<file path="src/rtl/pipeline_front_regs.sv">
// Front-end pipeline registers of the 5-stage core: PC (F), IF/ID (D), ID/EX (E),
// plus saturating hazard counters and a sticky stall/flush handshake checker.
module pipeline_front_regs #(
  parameter logic [31:0] RESET_PC = 32'h0000_0000,
  parameter int          CTRL_W   = 10,
  parameter int          CNT_W    = 16
) (
  input  logic              clk,
  input  logic              reset,
  input  logic              stallF,
  input  logic              stallD,
  input  logic              flushE,
  input  logic              pcsrcD,
  input  logic [31:0]       pcnextF,
  input  logic [31:0]       instrF,
  input  logic [31:0]       pcplus4F,
  input  logic [CTRL_W-1:0] ctrlD,
  input  logic [31:0]       rd1D,
  input  logic [31:0]       rd2D,
  input  logic [4:0]        rsD,
  input  logic [4:0]        rtD,
  input  logic [4:0]        rdD,
  input  logic [31:0]       signimmD,
  output logic [31:0]       pcF,
  output logic [31:0]       instrD,
  output logic [31:0]       pcplus4D,
  output logic              validD,
  output logic [CTRL_W-1:0] ctrlE,
  output logic [31:0]       rd1E,
  output logic [31:0]       rd2E,
  output logic [31:0]       signimmE,
  output logic [4:0]        rsE,
  output logic [4:0]        rtE,
  output logic [4:0]        rdE,
  output logic              validE,
  output logic [CNT_W-1:0]  stall_cnt,
  output logic [CNT_W-1:0]  bubble_cnt,
  output logic [CNT_W-1:0]  squash_cnt,
  output logic              proto_err
);

  localparam logic [CNT_W-1:0] CNT_MAX = '1;
  localparam logic [CNT_W-1:0] CNT_ONE = {{(CNT_W-1){1'b0}}, 1'b1};

  logic [31:0]       pc_q, pc_d;
  logic [31:0]       instr_d_q, instr_d_d;
  logic [31:0]       pc4_d_q, pc4_d_d;
  logic              valid_d_q, valid_d_d;
  logic [CTRL_W-1:0] ctrl_e_q, ctrl_e_d;
  logic [31:0]       rd1_e_q, rd1_e_d;
  logic [31:0]       rd2_e_q, rd2_e_d;
  logic [31:0]       imm_e_q, imm_e_d;
  logic [4:0]        rs_e_q, rs_e_d;
  logic [4:0]        rt_e_q, rt_e_d;
  logic [4:0]        rd_e_q, rd_e_d;
  logic              valid_e_q, valid_e_d;
  logic [2:0][CNT_W-1:0] cnt_q, cnt_d;
  logic [2:0]        cnt_evt;
  logic              proto_q, proto_d;

  // Counter events: [0] stall, [1] bubble, [2] squash (a stalled branch is not a squash)
  assign cnt_evt = {pcsrcD & ~stallD, flushE, stallF};

  always_comb begin
    pc_d      = pc_q;
    instr_d_d = instr_d_q;
    pc4_d_d   = pc4_d_q;
    valid_d_d = valid_d_q;
    if (!stallF) pc_d = pcnextF;

    // Stall outranks the branch squash: the branch compare is stale while D is held
    if (!stallD) begin
      if (pcsrcD) begin
        instr_d_d = '0;
        pc4_d_d   = '0;
        valid_d_d = 1'b0;
      end else begin
        instr_d_d = instrF;
        pc4_d_d   = pcplus4F;
        valid_d_d = 1'b1;
      end
    end

    if (flushE) begin
      ctrl_e_d  = '0;
      rd1_e_d   = '0;
      rd2_e_d   = '0;
      imm_e_d   = '0;
      rs_e_d    = '0;
      rt_e_d    = '0;
      rd_e_d    = '0;
      valid_e_d = 1'b0;
    end else begin
      ctrl_e_d  = ctrlD;
      rd1_e_d   = rd1D;
      rd2_e_d   = rd2D;
      imm_e_d   = signimmD;
      rs_e_d    = rsD;
      rt_e_d    = rtD;
      rd_e_d    = rdD;
      valid_e_d = valid_d_q;
    end

    for (int i = 0; i < 3; i++) begin
      cnt_d[i] = (cnt_evt[i] && (cnt_q[i] != CNT_MAX)) ? cnt_q[i] + CNT_ONE : cnt_q[i];
    end

    // F and D must stall together, and a held D must always bubble E
    proto_d = proto_q | (stallF ^ stallD) | (stallD & ~flushE);
  end

  always_ff @(posedge clk or posedge reset) begin
    if (reset) begin
      pc_q      <= RESET_PC;
      instr_d_q <= '0;
      pc4_d_q   <= '0;
      valid_d_q <= 1'b0;
      ctrl_e_q  <= '0;
      rd1_e_q   <= '0;
      rd2_e_q   <= '0;
      imm_e_q   <= '0;
      rs_e_q    <= '0;
      rt_e_q    <= '0;
      rd_e_q    <= '0;
      valid_e_q <= 1'b0;
      cnt_q     <= '0;
      proto_q   <= 1'b0;
    end else begin
      pc_q      <= pc_d;
      instr_d_q <= instr_d_d;
      pc4_d_q   <= pc4_d_d;
      valid_d_q <= valid_d_d;
      ctrl_e_q  <= ctrl_e_d;
      rd1_e_q   <= rd1_e_d;
      rd2_e_q   <= rd2_e_d;
      imm_e_q   <= imm_e_d;
      rs_e_q    <= rs_e_d;
      rt_e_q    <= rt_e_d;
      rd_e_q    <= rd_e_d;
      valid_e_q <= valid_e_d;
      cnt_q     <= cnt_d;
      proto_q   <= proto_d;
    end
  end

  assign pcF        = pc_q;
  assign instrD     = instr_d_q;
  assign pcplus4D   = pc4_d_q;
  assign validD     = valid_d_q;
  assign ctrlE      = ctrl_e_q;
  assign rd1E       = rd1_e_q;
  assign rd2E       = rd2_e_q;
  assign signimmE   = imm_e_q;
  assign rsE        = rs_e_q;
  assign rtE        = rt_e_q;
  assign rdE        = rd_e_q;
  assign validE     = valid_e_q;
  assign stall_cnt  = cnt_q[0];
  assign bubble_cnt = cnt_q[1];
  assign squash_cnt = cnt_q[2];
  assign proto_err  = proto_q;

endmodule

</file>
<file path="config.mk">
export PLATFORM = sky130hd
export DESIGN_NAME = pipeline_front_regs
export DESIGN_NICKNAME = d
export VERILOG_FILES = /design/src/rtl/pipeline_front_regs.sv
export SDC_FILE = /design/constraint.sdc
export NUM_CORES = 1
export LEC_CHECK = 0
export ABC_AREA = 1
export BUFFER_PORTS_ARGS = -buffer_cell sky130_fd_sc_hd__buf_2
export CAP_MARGIN = 5
export CORE_AREA = 3 3 189 191
export DETAILED_ROUTE_END_ITERATION = 8
export DIE_AREA = 0 0 192 194
export PLACE_DENSITY = 0.67
export REMOVE_ABC_BUFFERS = 1
export SLEW_MARGIN = 20
export SYNTH_ARGS = -nofsm -noshare
export SYNTH_HDL_FRONTEND = slang
export SYNTH_SLANG_ARGS = --single-unit
</file>
<file path="constraint.sdc">
create_clock -name clk -period 19.5 [get_ports clk]
set_input_delay 0.975 -clock clk [delete_from_list [all_inputs] [get_ports clk]]
set_output_delay 0.975 -clock clk [all_outputs]
set_load 0.03 [all_outputs]
</file>
==> impl_metrics.csv, run 1 <==
group,metric,value,unit
outcome,run_status,"completed",
pwr,power_switching,0.4325,mW
grt,grt_pass1_vias,9505,
layout,nets,1929,
floorplan,rows,68,
layout,syn_to_final_growth,34.74,%
placed_design,port_buffers,490,
logic_synthesis,synth_top_family_by_area,"simple AND/OR/NAND/NOR gates",
layout,drive_above_1_share,33.62,%
timing,fin_skew,0.007780,ns
route,first_iter_violations,340,
logic_synthesis,synth_xor_area_share,0.8894,%
worst_setup_path,arrival,3.08,ns
floorplan,pin_count,491,
clock_network,htreeDepth,1,
worst_setup_path,critPathKind,"primary input to flip-flop",
route,vias,9477,
logic_synthesis,yosysTopAreaCellShare,61.91,%
logic_synthesis,ys_types,30,
pwr,power.share.sequential,44.9,%
timing,setup_viol,0,
logic_synthesis,synth_compound_area_share,1.294,%
floorplan,die_area,37250,um^2
logic_synthesis,syn_inst,1223,
grt,track_usage,16.30,%
worst_hold_path,hold_path_class,"flip-flop to flip-flop",
clock_network,cts-hold-fix-buffers,0,
worst_setup_path,crit_fanout,68,
route,route.detailed.drc,0,
pwr,power_frac_comb,18.2,%
logic_synthesis,ys_ff_latch,268,
clock_network,cts_buffer_depth,3,
layout,fill_cells,3426,
worst_setup_path,required,19.91,ns
grt,overflow,0,
layout,final_core_util,42.57,%
clock_network,numClockSinks,268,
floorplan,fp.coreArea,34290,um^2
timing,finalHoldViolCount,0,
clock_network,cts_made_buffers,29,
floorplan,die_h,194,um
route,wl_per_cell,14.43,um
worst_setup_path,end_kind,"flip-flop",
floorplan,die_w,192,um
timing,rsz0062_at_grt,"no",
logic_synthesis,synthMuxAreaShare,0,%
floorplan,initial_core_util,31.59,%
grt,antenna_found_initial,5,
clock_network,cts_resized,0,
logic_synthesis,yosysWarnings,0,
logic_synthesis,synth_top_cell_by_area,"dfrtp_1",
pwr,p_leak,8.587,nW
pwr,internal_power,0.9806,mW
clock_network,postCtsSetupBuffers,0,
timing,worst_slew_pin_slew,0.9801,ns
timing,max_freq,0.3754,GHz
layout,regArea,6706,um^2
pwr,ir_worst_vdd,76.54,uV
logic_synthesis,synthesis.area,10830,um^2
route,drtAntennaViolNets,0,
grt,grt_max_degree,88,
logic_synthesis,seq_area_frac_synth,61.91,%
route,routed_via_density,4.349,
layout,multi_input_area,3282,um^2
clock_network,clk_latency,0.54,ns
clock_network,root_buffer,"clkbuf_16",
timing,relSlewSlack,34.66,%
logic_synthesis,ys_top_cells_by_area,"dfrtp_1 (62%), nand2_1 (14%), nor2_1 (5.7%)",
clock_network,cts_tree,"yes",
pwr,p_clk_share,36.8,%
pwr,p_per_area,96.81,nW/um^2
grt,grt_pass1_wl,49230,um
worst_setup_path,startpoint_type,"primary input",
logic_synthesis,synthSimpleGateAreaFrac,27.77,%
pwr,switching_share,30.61,%
logic_synthesis,synthAdderAreaFrac,0.3465,%
route,drtPass1Iterations,5,
timing,finalCritPeriodShare,13.66,%
placed_design,place.gp.congestion,0.8460,
clock_network,clkTransAtPathRegs,0.05,ns
timing,period_needed,2.664,ns
timing,finalMaxSlewViolations,0,
route,wl,31440,um
timing,tns,0,ns
flow_run,maxCapViolCount,0,
placed_design,hpwlAfterDp,23060,um
logic_synthesis,synth_area_per_cell,8.858,um^2
-- synthesized netlist by cell type, drive strengths merged --
| library cell | number |
|---|---|
| inv | 165 |
| a21oi | 2 |
| nor2 | 181 |
| nor3 | 2 |
| xnor2 | 7 |
| nand2 | 404 |
| nand4 | 19 |
| xor2 | 4 |
| nand3 | 85 |
| a21boi | 1 |
| o21ai | 23 |
| nand3b | 12 |
| dfrtp | 268 |
| clkbuf | 11 |
| buf | 36 |
| ha | 3 |
-- worst max-delay path, cell delays in order --
cell	delay [ns]
buf_2	0.07
buf_4	0.58
clkinv_2	0.94
o21ai_0	0.41
nand2_1	0.07
-- cell usage in the layout, fill, tap and decap left out, types with 8 or more instances in the layout --
cell	instances
buf_2	489
nand2_1	393
dfrtp_1	268
nor2_1	165
inv_1	158
nand3_1	84
clkbuf_16	29
nand4_1	18
o21ai_0	12
nand3b_1	12
o21ai_1	10
nand2_2	9
clkbuf_8	9
nor2_4	8
-- cells by family (layout without fill, tap and decap cells) --
kind of cell,after synthesis,count (layout)
adder cells (fa/ha/maj),3,3
buffers and inverters,212,711
XOR/XNOR,11,11
flip-flops,268,268
other,0,2
AO/OA/AOI/OAI,26,26
AND/OR/NAND/NOR,703,703
-- path summary, 6_finish.rpt --
check	start	to	slack, ns	cells after the start
worst max-delay path	stallD	proto_err	16.84	5
min in group asynchronous	reset	squash_cnt[15]	0.48	2
worst min-delay path	pcF[12]	pcF[12]	0.47	2
worst min register to register	pcF[12]	pcF[12]	0.47	2
worst max register to register	stall_cnt[0]	stall_cnt[14]	17.76	9
max in group asynchronous	reset	rd2E[26]	16.96	4
-- cell type report --
cell class,count,area share (%)
antenna,2,0.03429
clock buffer,45,6.000
clock inverter,5,0.2057
inverter,165,4.303
multi-input combinational,743,22.48
sequential,268,45.95
tap,455,3.900
timing repair buffer,496,17.13
-- registers in the layout, indices dropped and copies added (netlist names) --
register / count
ctrlE: 10
rtE: 5
rsE: 5
bubble_cnt: 16
instrD: 32
pcF: 32
pcplus4D: 32
rd2E: 32
validE: 1
squash_cnt: 16
proto_err: 1
validD: 1
rdE: 5
stall_cnt: 16
signimmE: 32
rd1E: 32
-- per-stage QoR --
step | setup WS, ns | hold WS (ns) | total power, mW | instances | instance area (um^2)
5_1_grt | 16.55 | 0.4890 | 1.480 | 2177 | 14590
6_report | 16.84 | 0.4709 | 1.413 | 2179 | 14600
4_1_cts | 16.82 | 0.4696 | 1.433 | 2177 | 14590
3_3_place_gp | 16.27 | 0.4550 | 0.9000 | 2127 | 13680
3_5_place_dp | 16.23 | 0.4595 | 0.9053 | 2127 | 13680
2_1_floorplan | 11.14 | 0.6377 | 0.7990 | 1176 | 10610
-- power by group through the flow --
stage	Clock, mW	Combinational, mW	Sequential [mW]
after global placement	0	0.257	0.643
after detailed placement	0	0.262	0.644
after CTS	0.536	0.262	0.635
final	0.521	0.258	0.635
after global routing	0.558	0.281	0.641
after floorplan	0	0.0702	0.729
-- routing by layer --
metal,global-route usage [%],vias to the layer above,part of all wire (%)
met3,5.117,67,8.7
met5,0,-,0.092
met1,18.86,4434,38
li1,-,4634,-
met4,4.803,6,2.8
met2,28.81,336,50
(Power assumes the default switching activity.)
==> run 2: changes to the inputs <==
--- a/config.mk
+++ b/config.mk
@@ -5,13 +5,13 @@
 export SDC_FILE = /design/constraint.sdc
 export NUM_CORES = 1
 export LEC_CHECK = 0
-export ABC_AREA = 1
+export ABC_AREA = 0
 export BUFFER_PORTS_ARGS = -buffer_cell sky130_fd_sc_hd__buf_2
 export CAP_MARGIN = 5
-export CORE_AREA = 3 3 189 191
+export CORE_AREA = 3 3 188 190
 export DETAILED_ROUTE_END_ITERATION = 8
-export DIE_AREA = 0 0 192 194
-export PLACE_DENSITY = 0.67
+export DIE_AREA = 0 0 191 193
+export PLACE_DENSITY = 0.66
 export REMOVE_ABC_BUFFERS = 1
 export SLEW_MARGIN = 20
 export SYNTH_ARGS = -nofsm -noshare
==> constraint.sdc (replaced) <==
create_clock -name clk -period 2.4 [get_ports clk]
set_input_delay 0.12 -clock clk [delete_from_list [all_inputs] [get_ports clk]]
set_output_delay 0.12 -clock clk [all_outputs]
set_load 0.03 [all_outputs]
==> run 2 against run 1 <==
Area after synthesis down 11%. Clock power rose to 8.0 times the previous value. Routed wire length up 3.2%. Sequential share of layout area down 3.8 points. Critical path depth unchanged. Sequential cell count unchanged. Synthesized cell count down 44%. Global-route usage up 0.35 points. Utilization up 4.7 points. Non-clock buffer count up 236. Via count down 12%. Worst setup slack worse by 16 ns.
==> impl_metrics.csv, run 2 <==
group,metric,value,unit
timing,worst_slew_pin_slew,0.7673,ns
route,first_iter_violations,308,
grt,grt_pass1_wl,48710,um
worst_setup_path,max_stage_delay,0.59,ns
logic_synthesis,seq_area_frac_synth,69.57,%
logic_synthesis,synth_edf_count,0,
timing,max_freq,0.5208,GHz
timing,relSlewSlack,48.85,%
worst_setup_path,end_kind,"flip-flop",
route,wl_per_cell,17.19,um
logic_synthesis,yosysWarnings,0,
worst_hold_path,min_from,"stallF",
floorplan,rows,67,
worst_setup_path,critPathKind,"flip-flop to flip-flop",
route,drtAntennaViolNets,0,
clock_network,numClockSinks,268,
layout,final_cell_mix,"buf_2 (489), dfrtp_1 (268), dlygate4sd3_1 (232), nor2b_1 (123), a22o_1 (63)",
timing,period_needed,1.920,ns
layout,drive_above_1_share,40.82,%
timing,finalHoldViolCount,0,
clock_network,clkTransAtPathRegs,0.06,ns
worst_setup_path,critical_path.cell_chain,"ha_1 > nand3_1 > or4_4 > nand2_1 > mux2_2",
timing,whs,0.05921,ns
outcome,run_status,"completed",
logic_synthesis,ys_top_cells_by_area,"dfrtp_1 (70%), nor2b_1 (8.0%), a22o_1 (5.7%)",
pwr,finalPower,12.06,mW
route,drtPass1Iterations,4,
timing,final.setup.worst_slack,0.4799,ns
clock_network,root_buffer,"clkbuf_16",
logic_synthesis,ys_ff_latch,268,
logic_synthesis,syn_inst,688,
worst_setup_path,cpLargestDelayFamily,"simple AND/OR/NAND/NOR gates",
route,wl,32450,um
timing,fin_skew,0.01083,ns
layout,fill_cells,2874,
layout,nets,1644,
worst_setup_path,path_depth,5,
clock_network,cts_made_buffers,28,
worst_setup_path,startpoint_type,"flip-flop",
timing,rsz0062_at_grt,"no",
grt,grt_max_degree,111,
pwr,ir_worst_vdd,839.3,uV
worst_hold_path,hold_path_class,"primary input to flip-flop",
layout,syn_to_final_growth,65.01,%
logic_synthesis,yosysMostFrequentCell,"dfrtp_1",
worst_setup_path,critical_path.reg2reg.startpoint,"stall_cnt[0]",
flow_run,maxCapViolCount,0,
route,routed_via_density,4.433,
placed_design,hpwlAfterDp,21130,um
worst_setup_path,required,2.82,ns
layout,final_common_cell,"buf_2",
placed_design,pre_cts_ws,0.4816,ns
layout,regArea,6706,um^2
grt,track_usage,16.65,%
worst_setup_path,crit_fanout,5,
clock_network,htreeDepth,1,
route,route.detailed.drc,0,
logic_synthesis,synth_area_per_cell,14.01,um^2
logic_synthesis,synthFlopType,"dfrtp_1",
worst_setup_path,arrival,2.34,ns
floorplan,pin_count,491,
route,vias,8365,
worst_hold_path,min_to,"stall_cnt[12]",
pwr,p_per_area,758.4,nW/um^2
logic_synthesis,synthArstFlopShare,100.0,%
placed_design,place.gp.congestion,0.8080,
timing,finalMaxSlewViolations,0,
floorplan,die_h,193,um
worst_setup_path,critPathSlowestCell,"or4_4",
timing,setup_viol,0,
clock_network,cts_buffer_depth,3,
floorplan,die_w,191,um
worst_setup_path,r2r_end,"stall_cnt[1]",
worst_setup_path,r2r_cells,5,
grt,antenna_found_initial,1,
clock_network,cts_resized,0,
layout,final_core_util,47.31,%
worst_hold_path,hold_depth,3,
logic_synthesis,synth_top_cell_by_area,"dfrtp_1",
worst_setup_path,critPathBufInv,0,
placed_design,port_buffers,490,
grt,overflow,0,
logic_synthesis,yosysTopAreaCellShare,69.57,%
logic_synthesis,synthesis.area,9639,um^2
clock_network,cts_tree,"yes",
floorplan,die_area,36860,um^2
floorplan,fp.coreArea,33620,um^2
clock_network,clk_latency,0.55,ns
layout,multi_input_area,2815,um^2
logic_synthesis,synthTopCellsByCount,"dfrtp_1 (268), nor2b_1 (123), a22o_1 (63)",
pwr,p_leak,8.134,nW
logic_synthesis,ys_types,36,
grt,grt_pass1_vias,8810,
worst_setup_path,rrSetupSlack,0.48,ns
floorplan,initial_core_util,28.67,%
timing,finalCritPeriodShare,80.00,%
run 2: cell types whose count changed in the layout (fill, tap and decap cells not counted), sizes merged, moves of 13 or more:
| cell | delta |
|---|---|
| a22o | +63 |
| dlygate4sd3 | +232 |
| inv | -162 |
| mux2 | +36 |
| nand2 | -388 |
| nand3 | -72 |
| nor2 | -166 |
| nor2b | +123 |
| o21ai | -19 |
| xnor2 | +13 |
| xor2 | +13 |
run 2: stage by stage:
step / cells / cell area (um^2) / setup TNS, ns
2_1_floorplan: 656 / 9518 / -1372.57
3_3_place_gp: 1604 / 12690 / 0
3_5_place_dp: 1604 / 12690 / 0
4_1_cts: 1886 / 15900 / 0
5_1_grt: 1887 / 15910 / 0
6_report: 1887 / 15910 / 0
run 2: metal layers:
| metal | track usage [%] | share of wire [%] | up-vias |
|---|---|---|---|
| met3 | 5.713 | 9.2 | 63 |
| met2 | 30.67 | 51 | 381 |
| met4 | 4.968 | 3.0 | 0 |
| met1 | 18.14 | 37 | 4081 |
| met5 | 0 | 0 | - |
| li1 | - | - | 3840 |
run 2: cell families after synthesis:
kind of cell               count (synthesis)  synth area share [%]
DFF                                      268                 69.57
xor gates and xnor gates                  37                 3.362
AOI/OAI and AO/OA                         82                 6.958
and+or+nand+nor                          229                 14.21
adders and majority gates                  3                0.3894
muxes                                     36                 4.206
buffers and inverters                     33                 1.298
run 2: power breakdown:
part           switching (mW)  internal [mW]  leakage [nW]
sequential              0.339           4.93          3.43
combinational            1.63          0.995          4.26
clock                    1.74           2.44         0.436
total                    3.71           8.36          8.13
run 2: repair_timing:
| item | in CTS | in global routing |
|---|---|---|
| hold buffers | 232 | 0 |
| hold endpoints to repair | 295 | 0 |
| buffers inserted | 0 | 0 |
run 2: final cells by class:
cell class	instances	share of cell area [%]
inverter	1	0.07080
clock inverter	11	0.5743
tap	448	3.524
timing repair buffer	732	30.90
clock buffer	39	5.050
multi-input combinational	387	17.70
antenna	1	0.01573
sequential	268	42.16
run 2: tightest hold or removal path, stage by stage:
cell and delay [ns]:
buf_2 0.23, nand4_1 0.14, xnor2_1 0.06
run 2: how the worst max path moves through the flow:
stage	slack (ns)	to	startpoint
after floorplan	-5.10	bubble_cnt[0]	reset
after global placement	0.51	stall_cnt[1]	stall_cnt[0]
after detailed placement	0.48	stall_cnt[1]	stall_cnt[0]
after CTS	0.47	stall_cnt[1]	stall_cnt[0]
after global routing	0.38	stall_cnt[1]	stall_cnt[0]
final	0.48	stall_cnt[1]	stall_cnt[0]
